**src/rtl/imem_loader_if.sv**
```systemverilog
// Byte-stream input and instruction-memory write port of the program loader.
// The loader uses the slave side; the byte source / memory side uses master.
interface imem_loader_if;
   logic        byte_valid;
   logic [7:0]  byte_data;
   logic        byte_ready;
   logic        imem_wr_en;
   logic [31:0] imem_wr_addr;
   logic [31:0] imem_wr_data;

   modport master (
      output byte_valid, byte_data,
      input  byte_ready, imem_wr_en, imem_wr_addr, imem_wr_data
   );

   modport slave (
      input  byte_valid, byte_data,
      output byte_ready, imem_wr_en, imem_wr_addr, imem_wr_data
   );
endinterface

```
**src/rtl/imem_loader.sv**
```systemverilog
// Packs a little-endian byte stream into 32-bit words, writes them to consecutive
// instruction-memory addresses and holds the core in reset until the image is loaded.
//
//   state | meaning
//   IDLE  | no load active, core held, bytes refused
//   LOAD  | accepting bytes, one write per four accepted bytes
//   DONE  | image complete, core released, bytes refused
module imem_loader #(
   parameter int NUM_WORDS  = 256,
   parameter int ADDR_WIDTH = 8
) (
   input  logic          clk,
   input  logic          reset,
   input  logic          start,
   input  logic          abort,
   imem_loader_if.slave  bus,
   output logic          cpu_hold,
   output logic          load_done,
   output logic [31:0]   checksum
);

   typedef enum logic [1:0] {IDLE, LOAD, DONE} state_t;

   localparam logic [ADDR_WIDTH-1:0] LAST_IDX = ADDR_WIDTH'(NUM_WORDS - 1);

   state_t                state_q, state_d;
   logic [1:0]            byte_cnt;
   logic [ADDR_WIDTH-1:0] word_idx;
   logic [23:0]           partial;
   logic [31:0]           word;
   logic                  clear, discard, accept, write_word;

   assign word           = {bus.byte_data, partial};
   assign bus.byte_ready = (state_q == LOAD);
   assign cpu_hold       = (state_q != DONE);
   assign load_done      = (state_q == DONE);

   always_ff @(posedge clk or posedge reset) begin
      if (reset) state_q <= IDLE;
      else       state_q <= state_d;
   end

   always_comb begin
      state_d    = state_q;
      clear      = 1'b0;
      discard    = 1'b0;
      accept     = 1'b0;
      write_word = 1'b0;
      case (state_q)
         IDLE, DONE: begin
            if (start) begin
               state_d = LOAD;
               clear   = 1'b1;
            end
         end
         LOAD: begin
            // abort wins even over a completing byte 3
            if (abort) begin
               state_d = IDLE;
               discard = 1'b1;
            end else if (bus.byte_valid) begin
               accept = 1'b1;
               if (byte_cnt == 2'd3) begin
                  write_word = 1'b1;
                  if (word_idx == LAST_IDX) state_d = DONE;
               end
            end
         end
         default: state_d = IDLE;
      endcase
   end

   always_ff @(posedge clk or posedge reset) begin
      if (reset) begin
         byte_cnt         <= 2'd0;
         word_idx         <= '0;
         partial          <= 24'd0;
         bus.imem_wr_en   <= 1'b0;
         bus.imem_wr_addr <= 32'd0;
         bus.imem_wr_data <= 32'd0;
         checksum         <= 32'd0;
      end else begin
         bus.imem_wr_en <= write_word;
         if (clear) begin
            byte_cnt <= 2'd0;
            word_idx <= '0;
            checksum <= 32'd0;
         end else if (discard) begin
            byte_cnt <= 2'd0;
         end else if (accept) begin
            byte_cnt <= byte_cnt + 2'd1;
            case (byte_cnt)
               2'd0:    partial[7:0]   <= bus.byte_data;
               2'd1:    partial[15:8]  <= bus.byte_data;
               2'd2:    partial[23:16] <= bus.byte_data;
               default: ;
            endcase
            if (write_word) begin
               bus.imem_wr_addr <= 32'(word_idx);
               bus.imem_wr_data <= word;
               checksum         <= checksum ^ word;
               word_idx         <= word_idx + ADDR_WIDTH'(1);
            end
         end
      end
   end

endmodule

```
**src/flat_wrapper.sv**
```systemverilog
// flat-port wrapper written by rule: the top's interface ports become plain ports
module imem_loader_flat 
#(
   parameter int NUM_WORDS  = 256,
   parameter int ADDR_WIDTH = 8
)
  (clk, reset, start, abort, cpu_hold, load_done, checksum, bus_byte_valid, bus_byte_data, bus_byte_ready, bus_imem_wr_en, bus_imem_wr_addr, bus_imem_wr_data);
  imem_loader_if bus_i ();
  input  logic clk;
  input  logic reset;
  input  logic start;
  input  logic abort;
  output logic cpu_hold;
  output logic load_done;
  output logic [31:0] checksum;
  input wire logic [$bits(bus_i.byte_valid)-1:0] bus_byte_valid;
  input wire logic [$bits(bus_i.byte_data)-1:0] bus_byte_data;
  output wire logic [$bits(bus_i.byte_ready)-1:0] bus_byte_ready;
  output wire logic [$bits(bus_i.imem_wr_en)-1:0] bus_imem_wr_en;
  output wire logic [$bits(bus_i.imem_wr_addr)-1:0] bus_imem_wr_addr;
  output wire logic [$bits(bus_i.imem_wr_data)-1:0] bus_imem_wr_data;
  assign bus_i.byte_valid = bus_byte_valid;
  assign bus_i.byte_data = bus_byte_data;
  assign bus_byte_ready = bus_i.byte_ready;
  assign bus_imem_wr_en = bus_i.imem_wr_en;
  assign bus_imem_wr_addr = bus_i.imem_wr_addr;
  assign bus_imem_wr_data = bus_i.imem_wr_data;
  imem_loader #(.NUM_WORDS(NUM_WORDS), .ADDR_WIDTH(ADDR_WIDTH)) u_core (.clk(clk), .reset(reset), .start(start), .abort(abort), .bus(bus_i), .cpu_hold(cpu_hold), .load_done(load_done), .checksum(checksum));
endmodule
```
**config.mk**
```make
export PLATFORM = sky130hd
export DESIGN_NAME = imem_loader_flat
export DESIGN_NICKNAME = d
export VERILOG_FILES = /design/src/rtl/imem_loader_if.sv /design/src/rtl/imem_loader.sv /design/src/flat_wrapper.sv
export SDC_FILE = /design/constraint.sdc
export NUM_CORES = 1
export LEC_CHECK = 0
export ABC_CLOCK_PERIOD_IN_PS = 4300
export BUFFER_PORTS_ARGS = -buffer_cell sky130_fd_sc_hd__buf_2
export CELL_PAD_IN_SITES_DETAIL_PLACEMENT = 1
export CELL_PAD_IN_SITES_GLOBAL_PLACEMENT = 2
export CORE_MARGIN = 5
export CORE_UTILIZATION = 30
export CTS_CLUSTER_SIZE = 12
export DETAILED_ROUTE_END_ITERATION = 8
export PLACE_DENSITY_LB_ADDON = 0.1
export SLEW_MARGIN = 20
export SYNTH_ARGS = -nofsm -noshare
export SYNTH_HDL_FRONTEND = slang
export SYNTH_SLANG_ARGS = --single-unit
```
**constraint.sdc**
```tcl
create_clock -name clk -period 4.3 [get_ports clk]
set_input_delay 0.645 -clock clk [delete_from_list [all_inputs] [get_ports clk]]
set_output_delay 0.645 -clock clk [all_outputs]
set_load 0.01 [all_outputs]
```
# Yosys cells after proc, flatten, opt, wreduce, memory -nomap -nowiden
# Cells that the tools add are included.
[totals] wordCells=67 ff_bits=109 output_inout_bits=100 inputBits=13
[classes] n_mux=28 eq_ne=12 reduce_logical=12 n_bitwise=3 addsub=2
[ops] operator="$mux 32" n=4
[ops] operator="$mux 8" n=4
[ops] operator="$xor 32x32->32" n=1
[ops] operator="$reduce_and 4->1" n=5
[ops] operator="$mux 2" n=8
[ops] operator="$mux 1" n=11
[ops] operator="$add 8x1->8 const B" n=1
[ops] operator="$eq 8x8->1 const B" n=1
[ops] operator="$eq 2x2->1 const B" n=3
[ops] operator="$ne 3x2->1 const B" n=2
[ops] operator="$eq 2x1->1 const B" n=2
[ops] operator="$logic_not 2->1" n=2
[ops] operator="$ne 2x2->1 const B" n=2
[ops] operator="$pmux 2 s2" n=1
[ops] operator="$reduce_bool 2->1" n=2
[ops] operator="$ne 3x3->1 const B" n=1
[ops] operator="$reduce_and 3->1" n=1
[ops] operator="$reduce_bool 3->1" n=1
[ops] operator="$add 2x1->2 const B" n=1
[ops] operator="$ne 2x1->1 const B" n=1
[ops] operator="$not 1->1" n=2
[ops] operator="$reduce_or 2->1" n=1

# Logic depth before layout (Yosys ltp)
# Gate-level depths: netlist (run 1).
[depth] word_depth=9 ltp_mapped=6 depth_no_buf=4

# Worst setup path before layout (run 1)
# OpenSTA, ideal clock, no wires.
[synth_path] path_type="input -> register" from="input abort" to="register u_core.bus.imem_wr_addr[4]" required_time_ps=4175 path_stages=6 setup_ps=125 slack_ps=2480 path_buffers=2 arrival_time_ps=1695 path_cell_list="and4bb_1 > buf_6 > nand2_4 > inv_4 > buf_6 > mux2_2"
[synth_between] elab_chain_len=4 elab_cells_between_ends=8 classes_between="mux (6); bitwise (1); reduce/logical (1)"
[synth_lines] element="from (decl)" line="flat_wrapper.sv:12" source="input logic abort;"
[synth_lines] element="$mux 1" line="imem_loader.sv:58" source="if (abort) begin"
[synth_lines] element="$mux 1" line="imem_loader.sv:49" source="case (state_q)"
[synth_lines] element="$not 1->1 (no source line)"
[synth_lines] element="$reduce_and 4->1 (no source line) (*)"
[synth_lines] element="to (signal assigned)" line="imem_loader.sv:99" source="bus.imem_wr_addr <= 32'(word_idx);"
[synth_lines] element="to (decl)" line="imem_loader_if.sv:18" source="output byte_ready, imem_wr_en, imem_wr_addr, imem_wr_data"
# Every way passes the cells marked *; elsewhere a longest branch is shown, timed or not.
# A chain may end at the register's enable or synchronous reset.

# Worst setup path after layout (run 1)
[layout_path] from="register u_core.state_q[1]" to="register u_core.bus.imem_wr_data[7]"
[layout_between] elab_chain_len=5 elab_cells_between_ends=11 classes_between="eq/ne (2); mux (4); bitwise (2); reduce/logical (3)"
[layout_lines] element="from (decl)" line="imem_loader.sv:26" source="state_t state_q, state_d;"
[layout_lines] element="from (signal assigned)" line="imem_loader.sv:40" source="else state_q <= state_d;"
[layout_lines] element="$eq 2x2->1 or $logic_not 2->1 (tied branches)" line="imem_loader.sv:49"
[layout_lines] element="$reduce_or 2->1" line="imem_loader.sv:49"
[layout_lines] element="$mux 1" line="imem_loader.sv:49"
[layout_lines] element="$not 1->1 (no source line)"
[layout_lines] element="$reduce_and 4->1 (no source line) (*)"
[layout_lines] element="to (signal assigned)" line="imem_loader.sv:100" source="bus.imem_wr_data <= word;"
[layout_lines] element="to (decl)" line="imem_loader_if.sv:18"
# Marked as above.

==> results of run 1 <==
## power breakdown
part / switching (mW) / leakage [nW] / internal (mW)
Combinational: 0.174 / 1.36 / 0.190
Sequential: 0.131 / 1.48 / 1.17
Clock: 0.365 / 0.134 / 0.426
## metal layers
metal  track usage, %  part of all wire (%)  vias to the layer above
met1             18.9                    46                     1774
met3             2.41                   3.3                       12
li1                 -                     -                     1506
met5                0                     0                        -
met2             24.1                    50                       64
met4             4.07                   1.5                        0
## path summary, 6_finish.rpt
kind	depth (start not counted)	to	slack, ns
setup / recovery	4	u_core.bus.imem_wr_data[7]	1.78
hold / removal	2	u_core.state_q[0]	0.50
setup reg to reg	4	u_core.bus.imem_wr_data[7]	1.78
hold reg to reg	1	u_core.bus.imem_wr_data[26]	0.50
max in group asynchronous	3	u_core.checksum[10]	3.02
min in group clk	1	u_core.bus.imem_wr_data[26]	0.50
## cell usage in the layout (no fill, tap or decap), drive strengths merged, types with 3 or more instances in the layout
cell type,count
mux2,65
clkbuf,15
inv,8
dfrtp,109
ha,5
nor4b,32
and3,3
nand2,10
nand3,4
mux2i,4
nand2b,3
nor2b,35
a221o,33
buf,91
conb,24
## sequential cells by signal, indices dropped and copies added, names as in the netlist
name and flops:
u_core.word_idx 8, u_core.bus.imem_wr_data 32, u_core.bus.imem_wr_addr 8, u_core.bus.imem_wr_en 1
u_core.checksum 32, u_core.partial 24, u_core.state_q 2, u_core.byte_cnt 2
## metrics by stage
stage	instances	setup slack (ns)	power (mW)
floorplan	397	0.781	1.55
global placement	664	1.48	1.67
detailed placement	665	1.41	1.69
CTS	681	1.75	2.50
global route	681	1.61	2.59
finish	681	1.78	2.46
## cells by family (layout without fill, tap and decap cells)
logic type                 Yosys count  count (layout)
and+or+nand+nor                     94              94
buffers and inverters               51             115
muxes                               69              69
DFF                                109             109
adders and majority gates            5               5
other                                1              24
AOI/OAI and AO/OA                   44              44
xor gates and xnor gates             1               1
## layout make-up
class | count | share of cell area, %
Clock inverter | 1 | 0.0859
Inverter | 8 | 0.602
Timing Repair Buffer | 91 | 8.51
Sequential cell | 109 | 46.8
Multi-Input combinational cell | 237 | 34.7
Tap cell | 220 | 4.73
Clock buffer | 15 | 4.60
==> metrics.txt, run 1 <==
XOR/XNOR Fraction of Synth Area 0.175%; CP max FO between 50 and 60; crit path from u_core.state_q[1]; FF-to-FF Start u_core.state_q[1]; grt ovf 0; slowest stage delay, CP 0.62 ns; layout cells sized above 1 37.7%; Final Cycle Share 58.6%; fin nets 474; most frequent cell after synthesis dfrtp_1; Distinct cells, synth 38; Vias/cell 4.93; Worst slew margin 34.9%; Final Hold Slack ~0.50 ns; dpl hpwl 8830 microns; WP data required 4.53 ns; first-pass GRT wire length 22100 microns; mux cell area share after synthesis between 10% and 20%; antenna violations before repair 0; CTS H-tree depth 3; CP Buf/Inv Count 1; Final Core Density 35.4%; area taken by multi-input logic gates 2020 sq um; Slew @ Worst Pin 0.977 ns; Post-Syn Area about 5000 sq um; vias in the first global route 3753; worst skew pair latency 0.34 ns; total of max-cap violations 0; die span in y 139 microns; Post-CTS Setup Bufs 0; Peak Freq 0.397 GHz; Core Box Area 16500 sq um; Synth Area in Adders 1.25%; Area Overhead vs Synth 16.7%; starting density of the core a little under a third; fillers 1797; port bufs 88; CTS Buf Count 9; Placed Area 5550 sq um; Tot GR Track Use 14.2%; Root Buffer Master clkbuf_16; DR pass1 iterations 4; CP cell instances and4bb_1 -> nand2_4 -> inv_4 -> mux2_2; Post-CTS Hold Buffers 0; asr flop ratio synth 100%; Synth top cells by count 109 x dfrtp_1, 65 x mux2_2, 35 x nor2b_1, 33 x a221o_1, 32 x nor4b_1; Hold Vio Cnt, Final 0; Clock transition at path regs 0.07 ns; IR drop worst, VDD 206 uV; synthesized flop and latch total 109; Final setup viols 0; P_leak 2.97 nW; WL final around 14000 microns; DR WL/cell 19.9 microns; 1st-iter DRT viols 130; clk_skew 0.00490 ns; Post-CTS Resized 0; Final Cell Area between 5000 and 6000 sq um; RSZ-0062 raised after global routing false; Ys Warns 0; largest family of logic cells by synthesized area multiplexers; worst hold path type input port to async pin; crit path kind flop to flop; Die Width around 140 microns; die area approximately 19000 sq um; Synth top area share 54.6%; Residual DRC 0; post-synthesis compound-gate area fraction 8.40%; Row Count 47; register area 2730 sq um; number of flops mapped to enable cells by yosys 0; fin. max-slew vios 0; Worst setup EP type flop; Final min period 2.52 ns; top_reg_cell synth dfrtp_1; Crit path max-delay family simple AND/OR/NAND/NOR gates; n_diodes 0; clk sinks 109; global placer's final weighted congestion 0.755; PD cells roughly 420 nW/um^2; maximum clock insertion buffer count 2; sequential fraction of the synthesis area 54.6%; Syn Area/Cell 13.3 sq um; outcome completed; post-synthesis cell count about 370; CP Launch Type flop; largest net degree at the start of global routing 74; CTS tree built; main area contributors after synthesis dfrtp_1 55%, mux2_2 15%, a221o_1 6.6%; setup_tns 0 ns; top cell type by total area after synthesis dfrtp_1; via count 3356; WP data arrival around 2.8 ns; Post-Synth Simple-Gate Area a little over an eighth; slowest cell on the critical path inv_4; Post-DRT Antenna Nets 0; I/O pin cnt 113
No activity file was read; power rests on OpenSTA's default activity.
==> inputs of run 2 (changes only) <==
--- a/config.mk
+++ b/config.mk
@@ -5,7 +5,8 @@
 export SDC_FILE = /design/constraint.sdc
 export NUM_CORES = 1
 export LEC_CHECK = 0
-export ABC_CLOCK_PERIOD_IN_PS = 4300
+export ABC_AREA = 1
+export ABC_CLOCK_PERIOD_IN_PS = 2630
 export BUFFER_PORTS_ARGS = -buffer_cell sky130_fd_sc_hd__buf_2
 export CELL_PAD_IN_SITES_DETAIL_PLACEMENT = 1
 export CELL_PAD_IN_SITES_GLOBAL_PLACEMENT = 2
==> constraint.sdc (replaced) <==
create_clock -name clk -period 2.63 [get_ports clk]
set_input_delay 0.3945 -clock clk [delete_from_list [all_inputs] [get_ports clk]]
set_output_delay 0.3945 -clock clk [all_outputs]
set_load 0.01 [all_outputs]
==> run 2 against run 1 <==
  * Highest routed layer unchanged
  * Synthesized cell count is 53% higher
  * Count of clock-buffer cells in the layout is 2 lower
  * Fmax is 48% higher
  * Global-route usage is 0.12 points higher
  * Critical path type unchanged
  * Critical endpoint is now u_core.partial[10]
  * Via count is 18% higher
  * Setup slack worse by 0.85 ns
  * Largest power group unchanged
  * Sequential share of layout area is 0.32 points lower
  * Combinational power is 20% higher
  * Sequential cell count stayed put
  * Sequential power is 52% higher
  * Clock skew is 0.0032 ns higher
  * Cell area is 0.69% higher
==> metrics.txt, run 2 <==
P_leak 3.46 nW (was 2.97 nW); Post-Syn Area 5000 sq um (was 4990 sq um); worst skew pair latency 0.35 ns (was 0.34 ns); die area 19300 sq um (about the same); Final Cycle Share 64.6% (was 58.6%); die span in y 139 microns (about the same); clk sinks 109 (unchanged); clk_skew 0.00813 ns (was 0.00490 ns); Final Total Pwr 3.75 mW (was 2.46 mW); Synth top cells by count 216 x nand2_1, 109 x dfrtp_1, 106 x nand3_1, 32 x xor2_1, 29 x buf_4 (was 109 x dfrtp_1, 65 x mux2_2, 35 x nor2b_1, 33 x a221o_1, 32 x nor4b_1); fin. max-slew vios 0 (unchanged); PD cells 639 nW/um^2 (was 422 nW/um^2); Residual DRC 0 (unchanged); Area Overhead vs Synth 17.3% (was 16.7%); DR WL/cell 15.3 microns (was 19.9 microns); IR drop worst, VDD 312 uV (was 206 uV); grt ovf 0 (unchanged); Worst slew margin 50.3% (was 34.9%); Post-CTS Setup Bufs 0 (unchanged); Post-Synth Simple-Gate Area 28.5% (was 13.2%); sequential fraction of the synthesis area 54.6% (about the same); Core Box Area 16500 sq um (unchanged); 1st-iter DRT viols 159 (was 130); fin nets 667 (was 474); top cell type by total area after synthesis dfrtp_1 (unchanged); CP max FO 19 (was 55); most frequent cell after synthesis nand2_1 (was dfrtp_1); vias in the first global route 4326 (was 3753); largest net degree at the start of global routing 88 (was 74); Distinct cells, synth 22 (was 38); Synth top area share 54.6% (about the same); Synth Area in Adders 1.25% (about the same); Post-DRT Antenna Nets 0 (unchanged); I/O pin cnt 113 (unchanged); CP Launch Type flop (unchanged); post-synthesis compound-gate area fraction 1.40% (was 8.40%); Final setup viols 0 (unchanged); top_reg_cell synth dfrtp_1 (unchanged); synthesized flop and latch total 109 (unchanged); FF-to-FF Start u_core.state_q[1] (unchanged); slowest stage delay, CP 0.58 ns (was 0.62 ns); RSZ-0062 raised after global routing false (unchanged); Placed Area 5590 sq um (was 5550 sq um); slowest cell on the critical path nor3_4 (was inv_4); placed cells 858 (was 665); Syn Area/Cell 8.76 sq um (was 13.3 sq um); Worst setup EP type flop (unchanged); layout cells sized above 1 18.4% (was 37.7%); outcome completed (unchanged); Tot GR Track Use 14.4% (was 14.2%); first-pass GRT wire length 22700 microns (was 22100 microns); worst hold path type input port to async pin (unchanged); WL final 13400 microns (was 13600 microns); post-synthesis cell count 571 (was 374); Vias/cell 4.55 (was 4.93); Post-CTS Hold Buffers 0 (unchanged); starting density of the core 30.4% (was 30.3%); global placer's final weighted congestion 0.742 (was 0.755); XOR/XNOR Fraction of Synth Area 5.78% (was 0.175%); highest-count cells in the layout ignoring fill and taps 215 x nand2_1, 109 x dfrtp_1, 106 x nand3_1 (was 109 x dfrtp_1, 88 x buf_2, 65 x mux2_2); DR pass1 iterations 4 (unchanged); Final Core Density 35.6% (was 35.4%); Slew @ Worst Pin 0.742 ns (was 0.977 ns); Final Cell Area 5860 sq um (was 5820 sq um); Ys Warns 0 (unchanged); CP cell instances inv_1 -> nand2_2 -> nor3_4 -> nand2_2 -> nand2_1 -> nand2_1 (was and4bb_1 -> nand2_4 -> inv_4 -> mux2_2); Root Buffer Master clkbuf_16 (unchanged); Peak Freq 0.589 GHz (was 0.397 GHz); n_diodes 0 (unchanged); setup_tns 0 ns (unchanged); asr flop ratio synth 100% (unchanged); CTS Buf Count 9 (unchanged); WP data arrival 1.93 ns (was 2.75 ns); Post-CTS Resized 0 (unchanged); WP data required 2.87 ns (was 4.53 ns); Die Width 139 microns (about the same); largest family of logic cells by synthesized area simple AND/OR/NAND/NOR gates (was multiplexers); mux cell area share after synthesis 0% (was 15.5%); total of max-cap violations 0 (unchanged); dpl hpwl 9260 microns (was 8830 microns); main area contributors after synthesis dfrtp_1 55%, nand2_1 16%, nand3_1 11% (was dfrtp_1 55%, mux2_2 15%, a221o_1 6.6%); fin cells 873 (was 681); CTS H-tree depth 3 (unchanged); Hold Vio Cnt, Final 0 (unchanged); maximum clock insertion buffer count 2 (unchanged); crit path kind flop to flop (unchanged); Final min period 1.70 ns (was 2.52 ns); Top Registers u_core.bus.imem_wr_data: 32 flops, u_core.checksum: 32 flops, u_core.partial: 24 flops (unchanged); number of flops mapped to enable cells by yosys 0 (unchanged); commonest non-fill, non-tap cell in the layout nand2_1 (was dfrtp_1); CTS tree built (unchanged); port bufs 88 (unchanged); crit path from u_core.state_q[1] (unchanged); Clock transition at path regs 0.07 ns (about the same); Row Count 47 (unchanged); antenna violations before repair 0 (unchanged); via count 3970 (was 3356)
[run 2: changes by cell type in the layout (fill, tap and decap cells not counted), moves of 32 or more]
cell / before / now
nor2b_1: 35 / 0
nand2_1: 9 / 215
nand3_1: 4 / 106
a221o_1: 33 / 0
nor4b_1: 32 / 0
mux2_2: 65 / 0
[run 2: critical path: cells and delay by family, from the launching register on]
| kind | cells | cell delay [ns] |
|---|---|---|
| AND/OR/NAND/NOR | 5 | 1.11 |
| buffers and inverters | 1 | 0.08 |
| flip-flops | 1 | 0.38 |
[run 2: where the power goes]
group / switching, mW / internal, mW
sequential: 0.158 / 1.82
combinational: 0.279 / 0.157
clock: 0.596 / 0.735
[run 2: cell families (layout without fill, tap and decap cells)]
kind of cell               Yosys count  after routing
xor gates and xnor gates            33             33
DFF                                109            109
and+or+nand+nor                    337            337
other                                1             24
adders and majority gates            5              5
AOI/OAI and AO/OA                   14             14
buffers and inverters               72            131
[run 2: layout make-up]
type                       count  area (sq um)
sequential                   109          2730
multi-input combinational    413          1950
timing repair buffer          98           566
inverter                      18          73.8
clock buffer                  13           240
tap                          220           275
fill                        1995         10600
clock inverter                 2          35.0
[run 2: routing by layer]
layer,up-vias,GRT usage (%),share of wire [%]
li1,1918,-,-
met1,1957,19.1,48
met2,84,23.3,46
met3,11,2.86,4.9
met4,0,5.25,1.7
met5,-,0,0
[run 2: worst paths after layout]
path / slack [ns] / cells after the start / endpoint
setup / recovery: 0.93 / 6 / u_core.partial[10]
setup reg to reg: 0.93 / 6 / u_core.partial[10]
max in group asynchronous: 1.82 / 3 / u_core.checksum[19]
hold reg to reg: 0.47 / 2 / u_core.bus.imem_wr_data[2]
min in group clk: 0.35 / 3 / u_core.bus.imem_wr_data[25]
hold / removal: 0.17 / 2 / u_core.checksum[9]
[run 2: metrics by stage]
| step | hold slack (ns) | setup WS, ns |
|---|---|---|
| 2_1_floorplan | 0.479 | 0.920 |
| 3_3_place_gp | 0.457 | 0.931 |
| 3_5_place_dp | 0.460 | 0.860 |
| 4_1_cts | 0.188 | 0.911 |
| 5_1_grt | 0.219 | 0.759 |
| 6_report | 0.166 | 0.932 |
